### src/rtl/key_event_encoder.sv
// key_event_encoder
//   Feeds the keyboard controller's KEY_STB/KEY_OP port. Single-key press/release
//   events are queued in a small FIFO. Shadow copies of the 8 matrix rows and the
//   modifier byte are kept, and each change is sent as a full-byte write op.
//   After reset or CLEAR all 9 bytes are re-sent (rows 0..7, then modifier).
// Ports
//   CLK, RESET          clock, asynchronous active-high reset
//   EV_VALID/EV_READY   event handshake; EV_PRESS, EV_MOD, EV_ROW, EV_COL carry the event
//   CLEAR               1-cycle pulse: release all keys, flush the FIFO, re-sync
//   KEY_STB, KEY_OP     1-cycle op strobe and op word {sel, row[2:0], data[7:0]}
//   KEY_BUSY            controller busy; no strobe is issued while high
//   DBG_STATE           current FSM state (SYNC=0 IDLE=1 APPLY=2 ISSUE=3 GAP=4)
// Handshake: an event is taken on a rising CLK edge where EV_VALID && EV_READY and
//   CLEAR is low; the offer may be held or withdrawn freely while EV_READY is low.
module key_event_encoder #(
   parameter int DEPTH      = 8,
   parameter bit ACTIVE_LOW = 1'b1
) (
   input  logic        CLK,
   input  logic        RESET,
   input  logic        EV_VALID,
   output logic        EV_READY,
   input  logic        EV_PRESS,
   input  logic        EV_MOD,
   input  logic [2:0]  EV_ROW,
   input  logic [2:0]  EV_COL,
   input  logic        CLEAR,
   output logic        KEY_STB,
   output logic [11:0] KEY_OP,
   input  logic        KEY_BUSY,
   output logic [2:0]  DBG_STATE
);
   localparam int         AW       = (DEPTH > 1) ? $clog2(DEPTH) : 1;
   localparam logic       REL      = ACTIVE_LOW;
   localparam logic [7:0] REL_BYTE = {8{REL}};

   typedef enum logic [2:0] {
      S_SYNC  = 3'd0,
      S_IDLE  = 3'd1,
      S_APPLY = 3'd2,
      S_ISSUE = 3'd3,
      S_GAP   = 3'd4
   } state_e;

   typedef struct packed {
      logic       press;
      logic       mod;
      logic [2:0] row;
      logic [2:0] col;
   } ev_t;

   state_e         state_q, state_d;
   ev_t            fifo_q [DEPTH];
   logic [AW-1:0]  wr_ptr_q, rd_ptr_q;
   logic [AW:0]    count_q;
   logic           full, empty, push, pop;
   ev_t            head, ev_in;

   logic [7:0]     rows_q [8];
   logic [7:0]     mod_q;
   logic [3:0]     idx_q, idx_d;
   logic           sync_pend_q, sync_pend_d;
   logic [11:0]    op_q, op_d;
   logic           shadow_we;
   logic [7:0]     old_byte, new_byte;

   // ---------------- event FIFO ----------------
   assign full  = (count_q == (AW+1)'(DEPTH));
   assign empty = (count_q == '0);
   assign ev_in = '{press: EV_PRESS, mod: EV_MOD, row: EV_ROW, col: EV_COL};
   assign head  = fifo_q[rd_ptr_q];
   assign push  = EV_VALID && EV_READY && !CLEAR;
   assign pop   = (state_q == S_APPLY) && !empty && !CLEAR;

   always_ff @(posedge CLK) begin
      if (push) fifo_q[wr_ptr_q] <= ev_in;
   end

   always_ff @(posedge CLK or posedge RESET) begin
      if (RESET) begin
         wr_ptr_q <= '0;
         rd_ptr_q <= '0;
         count_q  <= '0;
      end else if (CLEAR) begin
         wr_ptr_q <= '0;
         rd_ptr_q <= '0;
         count_q  <= '0;
      end else begin
         if (push) wr_ptr_q <= wr_ptr_q + AW'(1);
         if (pop)  rd_ptr_q <= rd_ptr_q + AW'(1);
         if (push && !pop)      count_q <= count_q + (AW+1)'(1);
         else if (pop && !push) count_q <= count_q - (AW+1)'(1);
      end
   end

   // ---------------- shadows ----------------
   always_ff @(posedge CLK or posedge RESET) begin
      if (RESET) begin
         for (int r = 0; r < 8; r++) rows_q[r] <= REL_BYTE;
         mod_q <= REL_BYTE;
      end else if (CLEAR) begin
         for (int r = 0; r < 8; r++) rows_q[r] <= REL_BYTE;
         mod_q <= REL_BYTE;
      end else if (shadow_we) begin
         if (head.mod) mod_q <= new_byte;
         else          rows_q[head.row] <= new_byte;
      end
   end

   // ---------------- FSM: state register ----------------
   always_ff @(posedge CLK or posedge RESET) begin
      if (RESET) begin
         state_q     <= S_SYNC;
         idx_q       <= '0;
         sync_pend_q <= 1'b1;
         op_q        <= '0;
      end else begin
         state_q     <= state_d;
         idx_q       <= idx_d;
         sync_pend_q <= sync_pend_d;
         op_q        <= op_d;
      end
   end

   // ---------------- FSM: next state ----------------
   always_comb begin
      state_d     = state_q;
      idx_d       = idx_q;
      sync_pend_d = sync_pend_q;
      op_d        = op_q;
      shadow_we   = 1'b0;
      old_byte    = head.mod ? mod_q : rows_q[head.row];
      new_byte    = old_byte;
      new_byte[head.col] = head.press ? ~REL : REL;

      case (state_q)
         S_SYNC: begin
            // idx 0..7 sends a row, idx 8 sends the modifier byte
            op_d    = idx_q[3] ? {1'b1, 3'b000, mod_q}
                               : {1'b0, idx_q[2:0], rows_q[idx_q[2:0]]};
            idx_d   = idx_q + 4'd1;
            state_d = S_ISSUE;
         end
         S_IDLE: begin
            // Looking at the incoming push saves a cycle on an empty FIFO
            if (!empty || push) state_d = S_APPLY;
         end
         S_APPLY: begin
            if (new_byte != old_byte) begin
               shadow_we = 1'b1;
               op_d      = {head.mod, (head.mod ? 3'b000 : head.row), new_byte};
               state_d   = S_ISSUE;
            end else begin
               state_d = S_IDLE;
            end
         end
         S_ISSUE: begin
            if (!KEY_BUSY) begin
               state_d = S_GAP;
               // Re-sync is over once the modifier op (idx was 8, now 9) has gone out
               if (sync_pend_q && idx_q == 4'd9) sync_pend_d = 1'b0;
            end
         end
         S_GAP: begin
            if (sync_pend_q)  state_d = S_SYNC;
            else if (!empty)  state_d = S_APPLY;
            else              state_d = S_IDLE;
         end
         default: state_d = S_SYNC;
      endcase

      // CLEAR overrides everything; a strobe issued this cycle still stands
      if (CLEAR) begin
         state_d     = S_SYNC;
         idx_d       = '0;
         sync_pend_d = 1'b1;
         shadow_we   = 1'b0;
      end
   end

   // ---------------- FSM: outputs ----------------
   always_comb begin
      KEY_STB   = (state_q == S_ISSUE) && !KEY_BUSY;
      EV_READY  = !full && !sync_pend_q;
      KEY_OP    = op_q;
      DBG_STATE = state_q;
   end
endmodule

### config.mk
export PLATFORM = sky130hd
export DESIGN_NAME = key_event_encoder
export DESIGN_NICKNAME = d
export VERILOG_FILES = /design/src/rtl/key_event_encoder.sv
export SDC_FILE = /design/constraint.sdc
export NUM_CORES = 1
export LEC_CHECK = 0
export CORE_UTILIZATION = 30
export CTS_CLUSTER_SIZE = 14
export DETAILED_ROUTE_END_ITERATION = 7
export SLEW_MARGIN = 20
export SYNTH_ARGS = -nofsm -noshare
export SYNTH_HDL_FRONTEND = slang
export SYNTH_SLANG_ARGS = --single-unit
export TNS_END_PERCENT = 5
### constraint.sdc
create_clock -name CLK -period 3.6 [get_ports CLK]
set_input_delay 0.72 -clock CLK [delete_from_list [all_inputs] [get_ports CLK]]
set_output_delay 0.72 -clock CLK [all_outputs]
set_load 0.02 [all_outputs]
==> impl_metrics.tcl <==
set metrics [dict create \
    tritoncts "built" \
    violations "setup timing" \
    slew_violations 0 \
    grt_max_degree 90 \
    portBuffers 29 \
    hold_viol 0 \
    antenna_cells 0 \
    syn_area_per_cell_um2 12.06 \
    drc 0 \
    layout_common_cells "mux2i_1, nor2_1, buf_4" \
    yosys.area_share.simple_pct 13.04 \
    grt_overflow 0 \
    initial_core_util_pct 30.53 \
    synth_top_family_by_area "multiplexers" \
    holdPathEnd "rows_q[42]$_DFFE_PP1P_" \
    antenna_found_initial 0 \
    synth_fa_ha_area_share_pct 1.051 \
    ir_drop_mv 0.3123 \
    p_int_w 0.003118 \
    setup.worst_path.start_class "flop" \
    cts_buffer_depth 2 \
    finalSetupViolations 85 \
    rsz0062_at_grt "yes" \
    tns_ps -22630 \
    layout-drive-gt1-share_pct 31.44 \
    yosys_most_used_dff "dfstp_2" \
    combPwrFrac_pct 9.5 \
    reg2reg_to "KEY_OP[2]$_DFFE_PP0P_" \
    power.switching_w 0.001141 \
    wl_met3_um 934 \
    holdPathStages 2 \
    post-route-min-period_ps 3948 \
    postRouteAntennaNets 0 \
    die_area_mm2 0.03086 \
    slowest_delay_ps 610 \
    synth_xor_area_share_pct 1.162 \
    max_cap_violations 0 \
    clkTransAtPathRegs_ps 70 \
    pwr-share-clk_pct 42.2 \
    die-width_um 175.7 \
    netlist_top_cells_area "edfxtp_1, dfstp_2, mux2i_1" \
    status "finished with violations" \
    crit_required_ps 3910 \
    final.setup_skew_ps 11.95 \
    rr_worst_depth 13 \
    grt_first_pass_wirelength_um 37760 \
    r2r_start "rd_ptr_q[0]$_DFFE_PP0P_" \
    dr_wl_met2_um 11040 \
    swShare_pct 26.79 \
    track_usage_pct 16.05 \
    grt_pass1_vias 6485 \
    yosysTopAreaCell "edfxtp_1" \
    cp_max_fo 6 \
    dp_hpwl_um 15910 \
    area_delta_synth_final_pct 21.64 \
    synthMuxAreaShare_pct 24.98 \
    cp-end-kind "flop" \
    hp-class "flop to flop" \
    die_h_um 175.7 \
    dr.pass1.iters 5 \
    wl_per_cell_um 19.06 \
    wl_um 23500 \
    min_from "rows_q[42]$_DFFE_PP1P_" \
    path_cells "buf_12, mux2i_4, mux4_2, buf_4, and2_4, a221oi_4, nand2_1, and4_1, or4_1, a2111o_1, a21oi_4, buf_8, mux2_4" \
    crit_path_top_delay_cell "mux4_2" \
    ys_warn_count 0 \
    placed_area_mm2 0.01018 \
    seqPwrFrac_pct 48.3 \
    post-place-ws_ps -347.6 \
    cp.arrival_ps 4260 \
    fin_area_mm2 0.01101 \
    yosys_register_bits 166 \
    initialDrtViolationCount 515 \
    viasPerCell 5.108 \
    insertion_delay_ps 440 \
    clockRootBuffer "clkbuf_16" \
    seq_area_frac_synth_pct 50.46 \
    syn_nets 770 \
    fin_crit_sh_pct 109.7 \
    setup_slack_ps -347.7 \
    p_per_area_mw_per_mm2 387.0 \
    syn-cell-area_mm2 0.009047 \
    async_flop_share_pct 61.45 \
    top_layer_used "met4" \
    nets 850 \
    ioPinCount 30 \
    wl_met1_um 10960 \
    htreeDepth 4 \
    synth-compound-area-share_pct 5.919 \
    synth.top_cell.area_share_pct 21.24 \
    synth_edf_count 64 \
    reg2reg_setup_slack_ps -350 \
    vias 6298 \
    place_congestion 0.9079 \
    total_power_w 0.004259 \
    tightestPinTransition_ps 990.4 \
    layout_commonest_cell "mux2i_1" \
    coreArea_mm2 0.02964 \
    relSlewSlack_pct 33.98 \
    syn-instance-count 750 \
    clock_sinks 166 \
    fmax_ghz 0.2533 \
    synth_cell_type_count 66 \
    crit_type "flop to flop" \
    rows 63 \
    p_leak_nw 4.461 \
    cts_buffers 17 \
    fin_util_pct 37.13 \
]
-- area by class of cell --
type | count | area (um2)
multi-input cells | 523 | 4339
flip-flops and latches | 166 | 4567
clock inverters | 15 | 157.7
repair buffers | 112 | 988.4
clock buffers | 17 | 425.4
inverters | 10 | 40.04
well taps | 390 | 488.0
fillers | 2905 | 18630
-- flip-flops by register name, indices dropped and copies added, names as in the netlist --
register and flops:
rd_ptr_q 3, fifo_q 64, wr_ptr_q 3, DBG_STATE 3, mod_q 8, KEY_OP 12
sync_pend_q 1, rows_q 64, idx_q 4, count_q 4
-- worst max-delay path, delay by kind of cell, from the launching register on --
family	cells	cell delay, ps
buffers and inverters	3	510
flip-flops	1	450
multiplexers	3	1110
AND/OR/NAND/NOR	4	930
AO/OA/AOI/OAI	3	820
-- cells in the mapped netlist (all sizes together) (14+ instances only) --
| cell | count |
|---|---|
| nand2 | 36 |
| nor3 | 14 |
| nor2 | 125 |
| mux4 | 27 |
| a21oi | 18 |
| dfstp | 73 |
| clkbuf | 26 |
| mux2 | 22 |
| mux2i | 136 |
| buf | 26 |
| dfrtp | 29 |
| edfxtp | 64 |
| nand3 | 18 |
-- kinds of logic (layout without fill, tap and decap cells) --
logic type      Yosys count  in the layout
xor+xnor                 12             12
buf+inv                  62            154
simple gates            245            245
fa+ha+maj                 7              7
compound gates           73             73
flops                   166            166
mux                     185            186
-- power by group through the flow --
stage / Sequential [W] / Combinational, W / Clock (W)
after floorplan: 0.00210 / 0.000226 / 0
after detailed placement: 0.00209 / 0.000396 / 0
after global placement: 0.00210 / 0.000395 / 0
final: 0.00206 / 0.000405 / 0.00180
after CTS: 0.00206 / 0.000403 / 0.00184
after global routing: 0.00206 / 0.000434 / 0.00191
-- per-stage QoR --
stage	std cells	hold WS, ps
4_1_cts	1229	524.7
6_report	1233	528.8
3_5_place_dp	1195	506.5
5_1_grt	1233	538.0
3_3_place_gp	1195	504.4
2_1_floorplan	750	498.2
-- what timing repair did --
item | CTS | global route
buffers inserted | 1 | 4
hold buffers | 0 | 0
gates resized for setup | 21 | 10
gates cloned | 1 | 1
endpoints found under the setup margin | 85 | 85
pin swaps | 5 | 1
endpoints found under the hold margin | 0 | 0
-- layer usage --
metal | up-vias | track usage (%)
met4 | 0 | 5.978
met3 | 34 | 2.944
met2 | 150 | 25.53
met1 | 3190 | 21.71
met5 | - | 0
li1 | 2924 | -
-- worst max path at each step --
stage                                 start                     end  slack, ps  cells after the start
floorplan           rd_ptr_q[0]$_DFFE_PP0P_   KEY_OP[0]$_DFFE_PP0P_        -80                     14
global placement    rd_ptr_q[0]$_DFFE_PP0P_   KEY_OP[8]$_DFFE_PP0P_       -250                     13
detailed placement  rd_ptr_q[0]$_DFFE_PP0P_  rows_q[58]$_DFFE_PP1P_       -350                     13
CTS                 rd_ptr_q[0]$_DFFE_PP0P_   KEY_OP[2]$_DFFE_PP0P_       -320                     13
global route        rd_ptr_q[0]$_DFFE_PP0P_    mod_q[1]$_DFFE_PP1P_       -440                     13
finish              rd_ptr_q[0]$_DFFE_PP0P_   KEY_OP[2]$_DFFE_PP0P_       -350                     13
Note: power is estimated with default switching activity, not from simulation.
